File: config.mk
export PLATFORM = sky130hd
export DESIGN_NAME = iter_divider
export DESIGN_NICKNAME = d
export VERILOG_FILES = /design/src/rtl/div_pkg.sv /design/src/rtl/div_step.sv /design/src/rtl/iter_divider.sv
export SDC_FILE = /design/constraint.sdc
export NUM_CORES = 1
export LEC_CHECK = 0
export BUFFER_PORTS_ARGS = -buffer_cell sky130_fd_sc_hd__buf_2
export CORE_MARGIN = 2
export CORE_UTILIZATION = 45
export CTS_CLUSTER_SIZE = 14
export DETAILED_ROUTE_END_ITERATION = 16
export PLACE_DENSITY = 0.7
export SLEW_MARGIN = 20
export SYNTH_ARGS = -nofsm -noshare
export SYNTH_HDL_FRONTEND = slang
export SYNTH_SLANG_ARGS = --single-unit
File: constraint.sdc
create_clock -name clk -period 7.9 [get_ports clk]
set_input_delay 0.79 -clock clk [delete_from_list [all_inputs] [get_ports clk]]
set_output_delay 0.79 -clock clk [all_outputs]
set_load 0.02 [all_outputs]
File: src/rtl/div_pkg.sv
// Shared definitions for the iterative divider.
//   div_state_e : controller states (IDLE, RUN, DONE)
//   CNT_W       : iteration counter width (covers up to 64 iterations)
//   step_ok     : legal quotient-bits-per-cycle values
//   most_neg    : most-negative two's complement value of width w, sign-extended to 64 bits
package div_pkg;

   typedef enum logic [1:0] {
      IDLE = 2'd0,
      RUN  = 2'd1,
      DONE = 2'd2
   } div_state_e;

   localparam int CNT_W = 7;

   function automatic bit step_ok(input int step);
      return (step == 1) || (step == 2) || (step == 4);
   endfunction

   function automatic logic [63:0] most_neg(input int w);
      return ~((64'd1 << (w - 1)) - 64'd1);
   endfunction

endpackage

File: src/rtl/div_step.sv
// Combinational restoring division stage retiring STEP quotient bits.
//   rem_in   : partial remainder (always < dsr)
//   dvd_bits : next STEP dividend bits, MSB first
//   dsr      : divisor magnitude
//   rem_out  : partial remainder after STEP shift-subtract steps
//   q_bits   : quotient bits produced, MSB first
module div_step #(
   parameter int XLEN = 64,
   parameter int STEP = 1
) (
   input  logic [XLEN-1:0] rem_in,
   input  logic [STEP-1:0] dvd_bits,
   input  logic [XLEN-1:0] dsr,
   output logic [XLEN-1:0] rem_out,
   output logic [STEP-1:0] q_bits
);

   // One extra bit: the shifted remainder can exceed XLEN bits when the
   // divisor magnitude is close to 2^XLEN.
   logic [XLEN:0]   trial;
   logic [XLEN-1:0] part;

   always_comb begin
      part   = rem_in;
      trial  = '0;
      q_bits = '0;
      for (int i = STEP - 1; i >= 0; i--) begin
         trial = {part, dvd_bits[i]};
         if (trial >= {1'b0, dsr}) begin
            trial     = trial - {1'b0, dsr};
            q_bits[i] = 1'b1;
         end
         part = trial[XLEN-1:0];
      end
      rem_out = part;
   end

endmodule

File: src/rtl/iter_divider.sv
// Iterative signed/unsigned integer divider with valid/ready on both sides.
//   clk, reset (async, active low)
//   in_valid/in_ready, in_a, in_b, div_signed, is_word : operand request
//   flush                                              : synchronous abort
//   out_valid/out_ready, quotient, remainder           : result
//
// state | meaning
// IDLE  | waiting for an operand request, in_ready high
// RUN   | STEP shift-subtract steps per cycle on magnitudes
// DONE  | signed/word fix-up applied, result held until out_ready
module iter_divider
   import div_pkg::*;
#(
   parameter int XLEN = 64,
   parameter int STEP = 1
) (
   input  logic            clk,
   input  logic            reset,
   input  logic            in_valid,
   output logic            in_ready,
   input  logic [XLEN-1:0] in_a,
   input  logic [XLEN-1:0] in_b,
   input  logic            div_signed,
   input  logic            is_word,
   input  logic            flush,
   output logic            out_valid,
   input  logic            out_ready,
   output logic [XLEN-1:0] quotient,
   output logic [XLEN-1:0] remainder
);

   if (!step_ok(STEP) || !((XLEN == 32) || (XLEN == 64))) begin : g_bad_param
      $error("iter_divider: unsupported XLEN/STEP");
   end

   localparam int              PAD     = XLEN - 32;
   localparam logic [CNT_W-1:0] LAST_X = CNT_W'(XLEN / STEP - 1);
   localparam logic [CNT_W-1:0] LAST_W = CNT_W'(32 / STEP - 1);
   localparam logic [63:0]      MN64   = most_neg(XLEN);
   localparam logic [63:0]      MN32   = most_neg(32);
   localparam logic [XLEN-1:0]  HI     = ~XLEN'(32'hFFFF_FFFF);

   // Extend a 32-bit value to XLEN; hi-fill only when s and bit 31 are set.
   function automatic logic [XLEN-1:0] ext32(input logic [31:0] v, input logic s);
      return XLEN'(v) | ((s && v[31]) ? HI : '0);
   endfunction

   div_state_e       state;
   logic [CNT_W-1:0] cnt;
   logic [XLEN-1:0]  rem, dvd, dsr;
   logic             neg_q, neg_r, word_q;

   logic             word_op, sa, sb, div0, ovf;
   logic [XLEN-1:0]  a_ext, b_ext, abs_a, abs_b;
   logic [XLEN-1:0]  rem_nxt, dvd_nxt, q_s, r_s, q_fin, r_fin;
   logic [STEP-1:0]  q_bits;
   logic             last;

   assign word_op = (XLEN == 64) && is_word;
   assign a_ext   = word_op ? ext32(in_a[31:0], div_signed) : in_a;
   assign b_ext   = word_op ? ext32(in_b[31:0], div_signed) : in_b;
   assign sa      = div_signed && a_ext[XLEN-1];
   assign sb      = div_signed && b_ext[XLEN-1];
   assign abs_a   = sa ? -a_ext : a_ext;
   assign abs_b   = sb ? -b_ext : b_ext;
   assign div0    = (b_ext == '0);
   assign ovf     = div_signed && (b_ext == '1) &&
                    (a_ext == (word_op ? MN32[XLEN-1:0] : MN64[XLEN-1:0]));

   div_step #(.XLEN(XLEN), .STEP(STEP)) u_step (
      .rem_in   (rem),
      .dvd_bits (dvd[XLEN-1 -: STEP]),
      .dsr      (dsr),
      .rem_out  (rem_nxt),
      .q_bits   (q_bits)
   );

   // Word operands sit in the top 32 bits of dvd, so after 32 shifts the
   // quotient lands in the low 32 bits.
   assign dvd_nxt = {dvd[XLEN-1-STEP:0], q_bits};
   assign q_s     = neg_q ? -dvd_nxt : dvd_nxt;
   assign r_s     = neg_r ? -rem_nxt : rem_nxt;
   assign q_fin   = word_q ? ext32(q_s[31:0], 1'b1) : q_s;
   assign r_fin   = word_q ? ext32(r_s[31:0], 1'b1) : r_s;
   assign last    = (cnt == (word_q ? LAST_W : LAST_X));

   always_ff @(posedge clk or negedge reset) begin
      if (!reset) begin
         state     <= IDLE;
         cnt       <= '0;
         rem       <= '0;
         dvd       <= '0;
         dsr       <= '0;
         neg_q     <= 1'b0;
         neg_r     <= 1'b0;
         word_q    <= 1'b0;
         in_ready  <= 1'b0;
         out_valid <= 1'b0;
         quotient  <= '0;
         remainder <= '0;
      end else if (flush) begin
         state     <= IDLE;
         cnt       <= '0;
         in_ready  <= 1'b1;
         out_valid <= 1'b0;
         quotient  <= '0;
         remainder <= '0;
      end else begin
         case (state)
            IDLE: begin
               in_ready <= 1'b1;
               if (in_valid && in_ready) begin
                  in_ready <= 1'b0;
                  neg_q    <= sa ^ sb;
                  neg_r    <= sa;
                  word_q   <= word_op;
                  cnt      <= '0;
                  if (div0) begin
                     quotient  <= '1;
                     remainder <= word_op ? ext32(in_a[31:0], 1'b1) : in_a;
                     out_valid <= 1'b1;
                     state     <= DONE;
                  end else if (ovf) begin
                     quotient  <= a_ext;
                     remainder <= '0;
                     out_valid <= 1'b1;
                     state     <= DONE;
                  end else begin
                     rem   <= '0;
                     dvd   <= word_op ? (abs_a << PAD) : abs_a;
                     dsr   <= abs_b;
                     state <= RUN;
                  end
               end
            end
            RUN: begin
               rem <= rem_nxt;
               dvd <= dvd_nxt;
               cnt <= cnt + 1'b1;
               if (last) begin
                  quotient  <= q_fin;
                  remainder <= r_fin;
                  out_valid <= 1'b1;
                  state     <= DONE;
               end
            end
            DONE: begin
               if (out_ready) begin
                  out_valid <= 1'b0;
                  in_ready  <= 1'b1;
                  state     <= IDLE;
               end
            end
            default: state <= IDLE;
         endcase
      end
   end

endmodule

=== Word level (Yosys, flattened, before mapping) ===
Cells that the tools add are included.

* Add/sub/neg operators: 6
* $lt $le $gt $ge: 1
* Equality and inequality tests: 12
* Multiplexer cells: 60
* Bitwise gates (word level): 9
* Reductions and logical operators: 21

{| class="wikitable"
|+ Operator list
! cell !! count
|-
| 64-bit two-way mux || 32
|-
| 64-bit one-hot mux with 2 select lines || 4
|-
| 32-bit by 64-bit OR with 64-bit output || 5
|-
| 64-bit negator || 4
|-
| 65-bit by 64-bit greater-or-equal comparator with 1-bit output || 1
|-
| 64-bit equality test || 1
|-
| 64-bit equality test, second input constant || 1
|-
| 64-bit logical NOT || 1
|-
| 64-bit subtractor || 1
|-
| 63-bit two-way mux || 1
|-
| 5-bit AND reduction || 3
|-
| 7-bit two-way mux || 2
|-
| 7-bit one-hot mux with 2 select lines || 1
|-
| 2-bit two-way mux || 6
|-
| 1-bit two-way mux || 10
|-
| 3-bit inequality test, second input constant || 3
|-
| 7-bit by 1-bit adder with 7-bit output, second input constant || 1
|-
| 7-bit by 6-bit equality test with 1-bit output || 1
|-
| 1-bit logical AND || 7
|-
| 6-bit two-way mux || 1
|-
| 2-bit inequality test, second input constant || 3
|-
| 2-bit one-hot mux with 3 select lines || 1
|-
| 3-bit AND reduction || 2
|-
| 3-bit nonzero test || 2
|-
| 12 further kinds || 15
|}

* Register bits after elaboration: 334
* Bits of input ports: 135
* Logic and storage cells: 121

=== Depth between registers and ports, before layout ===
Gate-level depths: netlist (run 1).

* Depth after elaboration: 12
* Depth in mapped cells: 30

=== Modules after synthesis ===
Synthesis (run 1) repeated with hierarchy kept, for this count alone.

* Cells, all modules: 3240
* Area total of the unflattened synthesis: 26922.1 um2

{| class="wikitable"
|+ Modules (own cells, without submodules)
! module !! instances !! cells each !! area an instance (um2) !! seq. area each (um2)
|-
| iter_divider || 1 || 2495 || 22250.1 || 8358.0
|-
| div_step || 1 || 745 || 4672.0 || 0.0
|}

=== Worst setup path before layout (run 1) ===
No wires, ideal clock.

* Path type: reg-to-reg
* Start: register rem[33]
* End: register remainder[58]
* Library setup time: 0.121 ns
* Arrival time: 6.124 ns
* Slack: 1.655 ns
* Stages on the path, launching flop included: 28
* Cell sequence: dfrtp_1 ha_1 buf_2 a21oi_1 o21ai_1 a211oi_1 o21ai_1 o31ai_4 nor2_8 inv_4 buf_2 clkbuf_1 buf_1 buf_1 nor2_1 a21oi_1 ha_1 nand2_1 a2111oi_0 o211ai_1 or4_1 o31a_1 nor4_2 nand4_1 o41ai_2 xnor2_1 nand2_1 a22o_1

* Longest elaborated chain between the ends: 10
* Elaborated cells between the ends (all ways): 11
* Those cells by class: 2 x add/sub; 1 x order compare; 7 x mux; 1 x bitwise

{| class="wikitable"
|+ Ends and longest elaborated chain
! element !! line !! text
|-
| start: declaration || iter_divider.sv:50 || <nowiki>logic [XLEN-1:0] rem, dvd, dsr;</nowiki>
|-
| start signal: assignment || iter_divider.sv:137 || <nowiki>rem <= rem_nxt;</nowiki>
|-
| 65-bit by 64-bit greater-or-equal comparator with 1-bit output || div_step.sv:29 || <nowiki>if (trial >= {1'b0, dsr}) begin</nowiki>
|-
| 64-bit two-way mux (*) || div_step.sv:29 ||
|-
| 64-bit negator || iter_divider.sv:82 || <nowiki>assign r_s = neg_r ? -rem_nxt : rem_nxt;</nowiki>
|-
| 64-bit two-way mux (*) || iter_divider.sv:82 ||
|-
| 64-bit two-way mux || iter_divider.sv:45 || <nowiki>return XLEN'(v) | ((s && v[31]) ? HI : '0);</nowiki>
|-
| 32-bit by 64-bit OR with 64-bit output || iter_divider.sv:45 ||
|-
| 64-bit two-way mux (*) || iter_divider.sv:84 || <nowiki>assign r_fin = word_q ? ext32(r_s[31:0], 1'b1) : r_s;</nowiki>
|-
| 64-bit two-way mux (*) || iter_divider.sv:140 || <nowiki>if (last) begin</nowiki>
|-
| 64-bit one-hot mux with 2 select lines (*) || iter_divider.sv:109 || <nowiki>case (state)</nowiki>
|-
| 64-bit two-way mux (*) || iter_divider.sv:101 || <nowiki>end else if (flush) begin</nowiki>
|-
| end signal: assignment || iter_divider.sv:120 || <nowiki>remainder <= word_op ? ext32(in_a[31:0], 1'b1) : in_a;</nowiki>
|-
| end signal: assignment || iter_divider.sv:142 || <nowiki>remainder <= r_fin;</nowiki>
|-
| end: declaration || iter_divider.sv:29 || <nowiki>output logic [XLEN-1:0] remainder</nowiki>
|}

Mark *: on every way between the ends. The rest lies on a longest branch, timed or not. The select of a mux whose other input is x is not followed.
A chain may end at the register's enable or synchronous reset.

=== Final worst setup path (run 1) ===
* Start: register rem[53]
* End: register remainder[56]

The elaborated chain is that of the path after synthesis.

==> results of run 1 <==
## final cells by class
class | instances | share of cell area
multi-input combinational | 2897 | 0.580
antenna | 8 | 0.000664
clock buffer | 58 | 0.0384
inverter | 101 | 0.0127
clock inverter | 12 | 0.00257
sequential | 334 | 0.277
tap | 773 | 0.0321
timing repair buffer | 308 | 0.0564
## final timing paths
check	slack [ps]	cells past startpoint	end	startpoint
max in group asynchronous	6260	2	rem[55]	reset
worst min register to register	470	2	quotient[7]	quotient[7]
worst min-delay path	170	1	quotient[18]	reset
worst max register to register	1430	20	remainder[56]	rem[53]
worst max-delay path	1430	20	remainder[56]	rem[53]
min in group clk	470	2	quotient[7]	quotient[7]
## critical path, cell delays in order (launching register included)
cell       delay (ps)
dfrtp_1           410
ha_1              400
a21o_1            200
a21o_1            180
a221oi_1          650
o21ai_1           290
o31ai_4           420
nor2_8             60
inv_4             120
mux2i_1           300
ha_1              260
nand2_1           110
a2111oi_0         430
o211ai_1          190
or4_1             550
o31a_1            310
or4_1             500
nor4b_4           460
nand3_2           120
and4b_1           240
a211oi_2          180
## per-stage QoR
stage	instances	power (W)
floorplan	3565	0.00617
global placement	4413	0.00769
detailed placement	4413	0.00773
CTS	4483	0.00954
global route	4487	0.0102
finish	4491	0.00961
## synthesized netlist by cell type, types with 42 or more instances
cell,instances
a211oi_1,47
a21o_1,54
a21oi_1,331
clkbuf_1,163
dfrtp_1,334
ha_1,70
inv_1,99
nand2_1,495
nand3_1,43
nand4_1,54
nor2_1,320
nor3_1,99
nor4_1,42
o211ai_1,44
o21ai_0,388
o31ai_1,59
or3_1,55
xnor2_1,157
xor2_1,98
## registers in the layout, indices dropped and copies added, names as in the netlist
signal,count
dsr,64
dvd,64
quotient,64
rem,64
remainder,64
cnt,7
state,2
in_ready,1
neg_q,1
neg_r,1
out_valid,1
word_q,1
## metal layers
| layer | vias to the layer above | global-route usage | routed length [um] |
|---|---|---|---|
| met5 | - | 0 | 27 |
| met4 | 4 | 0.156 | 5270 |
| met3 | 240 | 0.0502 | 9250 |
| met2 | 1393 | 0.486 | 44500 |
| met1 | 13300 | 0.449 | 43800 |
| li1 | 13200 | - | - |
## cell families (layout without fill, tap and decap cells)
logic type | after synthesis | count (layout)
AOI/OAI and AO/OA | 1246 | 1246
xor gates and xnor gates | 255 | 255
adders and majority gates | 71 | 71
muxes | 43 | 43
other | 0 | 8
buffers and inverters | 334 | 479
and+or+nand+nor | 1282 | 1282
DFF | 334 | 334
## power by group
group	total [W]	internal (W)	switching [W]
clock	0.00180	0.00102	0.000780
combinational	0.00503	0.00167	0.00336
sequential	0.00279	0.00225	0.000536
total	0.00961	0.00494	0.00467
==> metrics, run 1 <==
Finished Cell Area 30,100 um^2; Peak Freq 155 MHz; CTS Hold Bufs 0; Post-Synth Adder-Cell Area 0.0331; Multi-input gate area 17,500 um^2; PD cells 319 nW/um^2; DP Wirelength 79.7 mm; Mean Syn Cell Area 7.60 um^2; Synthesized Nets 3,771; residual DRC count 0; Core ar. 59,200 um^2; CTS tree built; maxcap violations 0; average wire per standard cell 22.9 um; status completed; global-route wire length before repair 157 mm; initial antenna violation count 11; Max FO, Critical Path 12; number of flops mapped to enable cells by yosys 0; P&R area growth vs syn 11.3%; final wirelength 103 mm; initial core utilization 0.457; vias in the first global route 26,000; # clock sinks 334; num ports 265; final setup fails 0; Net count, final 3,887; kind of critical path register to register; Register Area 8360 um^2; XOR/XNOR Fraction of Synth Area 0.0824; total grt overflow 0; Setup TNS 0 ps; Pins Over Slew Limit 0; Netlist cell types 92; share of layout cells above drive strength 1 0.118; most used cells in the layout excluding fill and tap cells nand2_1, o21ai_0, dfrtp_1; Bufs on Longest Clock Path 3; post-synthesis mux area share 0.0162; Die H 249 um; GP Congestion 1.09; Final Util 0.509; Peak supply drop 0.165 mV; complex-gate fraction of the synthesized area 0.288; simple-gate area share of the yosys netlist 0.223; commonest non-fill, non-tap cell in the layout nand2_1; top-area cell type share of the netlist area 0.309; Synth Register Bits 334; P_leak 13.2 nW; Synth Flop Type dfrtp_1; Worst Hold Class primary input to asynchronous set/reset pin; asr flop ratio synth 1.00; Fin. Hold Viols 0; synthesized area 27,100 um^2; CTS clk-pin slew, worst paths 60 ps; vias per inst 6.27; post-synth top area cell dfrtp_1; Post-CTS Resized 0; register area share after synthesis 0.309; Crit path arrival time 6960 ps; worst-skew pair later-pin latency 590 ps; Max-Slew Margin vs Limit 0.318; DP Worst Slack 1480 ps; Die W 249 um; Synth Warn # 0; Tcrit/Tclk final 0.819; Syn Inst Count 3,565; FILL cells 5,928; Period minus WS final 6470 ps; die area 62,200 um^2; Core Rows 89; IO buf count 264; largest family of logic cells by synthesized area compound AO/OA/AOI/OAI gates; clk_skew 30.5 ps; Worst Tran Pin Value 1010 ps; Routed Antenna Nets 0; worst endpoint required time 8390 ps; number of vias in the routed layout 28,200; nature of the critical path endpoint register; Initial DRT Pass Iterations 6; post-CTS setup buffers 0; total clock buffers created by CTS 39; Worst Slack Setup Final 1430 ps; Placed Area 28,900 um^2; clk root buf clkbuf_16; CTS H-tree depth 2; Area contributors post-synth dfrtp_1, o21ai_0, nand2_1, a21oi_1, xnor2_1; all-layer global routing usage 0.322; Min Hold Slack 170 ps; RSZ-0062 raised after global routing false; Critical Path Source Type register; DR iter-0 viols 2,909; largest net degree at the start of global routing 128
Power figures use the tool's default switching activity.
==> run 2: changes to the inputs <==
Clock period 7.9 ns to 6.6 ns, I/O delays scaled along.
==> metrics, run 2 (synthesis gave the netlist of run 1 again) <==
status completed; Tcrit/Tclk final 0.946 (+0.127); final cell count without fillers 4,512 (+0.47%); Core Rows 89 (unchanged); largest net degree at the start of global routing 123 (-3.9%); residual DRC count 0 (unchanged); vias per inst 6.32 (+0.84%); Min Hold Slack 145 ps (-25.0 ps); Tot Pwr 0.0116 W (+21%); Routed Antenna Nets 0 (unchanged); Cells after DPL 4,437 (+0.54%); CTS Hold Bufs 0 (unchanged); Peak Freq 160 MHz (+3.6%); total clock buffers created by CTS 39 (unchanged); num ports 265 (unchanged); cell family with most CP delay compound AO/OA/AOI/OAI gates; Net count, final 3,915 (+0.72%); initial antenna violation count 4 (-7); average wire per standard cell 23.2 um (+1.2%); clk_skew 18.4 ps (-12.1 ps); P_leak 13.4 nW (+1.1%); Bufs on Longest Clock Path 3 (unchanged); RR Startpoint rem[49]; Worst Hold Class primary input to asynchronous set/reset pin; clk root buf clkbuf_16; Crit path arrival time 6730 ps (-230 ps); CP Buf/Inv Count 4 (+3); Worst Slack Setup Final 353 ps (-1070 ps); IO buf count 264 (unchanged); DP Worst Slack 370 ps (-1110 ps); PD cells 383 nW/um^2 (+20%); DR iter-0 viols 3,003 (+3.2%); Core ar. 59,200 um^2 (unchanged); worst reg2reg path depth 23 (+15%); share of layout cells above drive strength 1 0.125 (+0.00724); worst-skew pair later-pin latency 580 ps (about the same); vias in the first global route 26,300 (+1.2%); Fin. Hold Viols 0 (unchanged); DP Wirelength 80.6 mm (+1.2%); r2r setup slk 350 ps (-1070 ps); Critical Path Source Type register; commonest non-fill, non-tap cell in the layout nand2_1; nature of the critical path endpoint register; maxcap violations 0 (unchanged); initial core utilization 0.457 (unchanged); Peak supply drop 0.236 mV (+43%); Pins Over Slew Limit 0 (unchanged); FILL cells 5,991 (+1.1%); GP Congestion 1.01 (-7.4%); Die W 249 um (unchanged); # clock sinks 334 (unchanged); Max FO, Critical Path 11 (-1); Period minus WS final 6250 ps (-226 ps); final setup fails 0 (unchanged); Setup TNS 0 ps (unchanged); CTS tree built; Max-Slew Margin vs Limit 0.299 (-0.0195); CP Cell Sequence ha_1 -> a21oi_1 -> o21ai_1 -> a221oi_1 -> buf_4 -> o21ai_1 -> o31ai_4 -> buf_12 -> nor2_8 -> inv_4 -> mux2i_1 -> ha_1 -> nand2_1 -> a2111oi_0 -> o211ai_1 -> or4_1 -> o31a_1 -> or4_1 -> nor4b_4 -> buf_4 -> nand3_2 -> and4b_1 -> a211oi_2; global-route wire length before repair 159 mm (+1.4%); Initial DRT Pass Iterations 8 (+2); most used cells in the layout excluding fill and tap cells nand2_1, o21ai_0, dfrtp_1; worst endpoint required time 7080 ps (-1310 ps); Die H 249 um (unchanged); CTS H-tree depth 2 (unchanged); critical path's slowest cell or4_1; all-layer global routing usage 0.326 (+0.00361); Worst Tran Pin Value 1050 ps (+39.9 ps); final wirelength 105 mm (+1.7%); die area 62,200 um^2 (unchanged); CTS clk-pin slew, worst paths 60 ps (about the same); reg2reg end remainder[56]; total grt overflow 0 (unchanged); P&R area growth vs syn 12.2%; largest stage delay on the critical path 540 ps (-110 ps); kind of critical path register to register; number of vias in the routed layout 28,500 (+1.3%)
[run 2: cell count changes in the layout (fill, tap and decap cells not counted), moves of 2 or more]
cell	before	now
o21ai_1	25	23
o21ai_2	1	3
bufinv_16	0	2
clkbuf_8	9	6
buf_4	42	68
diode_2	8	4
clkbuf_1	9	7
clkinv_2	9	7
[run 2: per-stage QoR]
stage          instance area, um^2  utilization
2_1_floorplan                27100            -
3_3_place_gp                 29100        0.491
3_5_place_dp                 29100        0.491
4_1_cts                      30300        0.512
5_1_grt                      30400        0.513
6_report                     30400        0.513
[run 2: power breakdown]
group,leakage [nW],switching (W),internal (W)
sequential,4.40,0.000604,0.00270
combinational,8.35,0.00407,0.00206
clock,0.616,0.000941,0.00126
[run 2: area by class of cell]
class                   instances  area (um^2)  area share
multi-input cells            2897        17500       0.576
clock inverters                14          144     0.00473
clock buffers                  53         1110      0.0365
repair buffers                336         1930      0.0634
flip-flops and latches        334         8360       0.275
well taps                     773          967      0.0318
inverters                     101          382      0.0126
diodes                          4         10.0    0.000329
[run 2: what timing repair did]
action | in CTS | in global routing
resized for setup | 0 | 3
setup buffers | 0 | 3
endpoints found under the setup margin | 0 | 8
hold endpoints to repair | 0 | 0
[run 2: per-layer routing]
metal / vias to the layer above / wire length [um] / global-route usage
li1: 13300 / - / -
met1: 13600 / 44500 / 0.445
met2: 1428 / 46000 / 0.504
met3: 264 / 8740 / 0.0502
met4: 4 / 5430 / 0.157
met5: - / 29 / 0
[run 2: worst max-delay path by stage]
stage | startpoint | slack (ps) | cells after the start | to
final | rem[49] | 350 | 23 | remainder[56]
after global routing | rem[49] | -7 | 23 | remainder[56]
after CTS | rem[33] | 340 | 20 | remainder[56]
after detailed placement | rem[33] | 370 | 20 | remainder[56]
after global placement | rem[43] | 580 | 20 | remainder[56]
after floorplan | rem[33] | 350 | 27 | remainder[58]
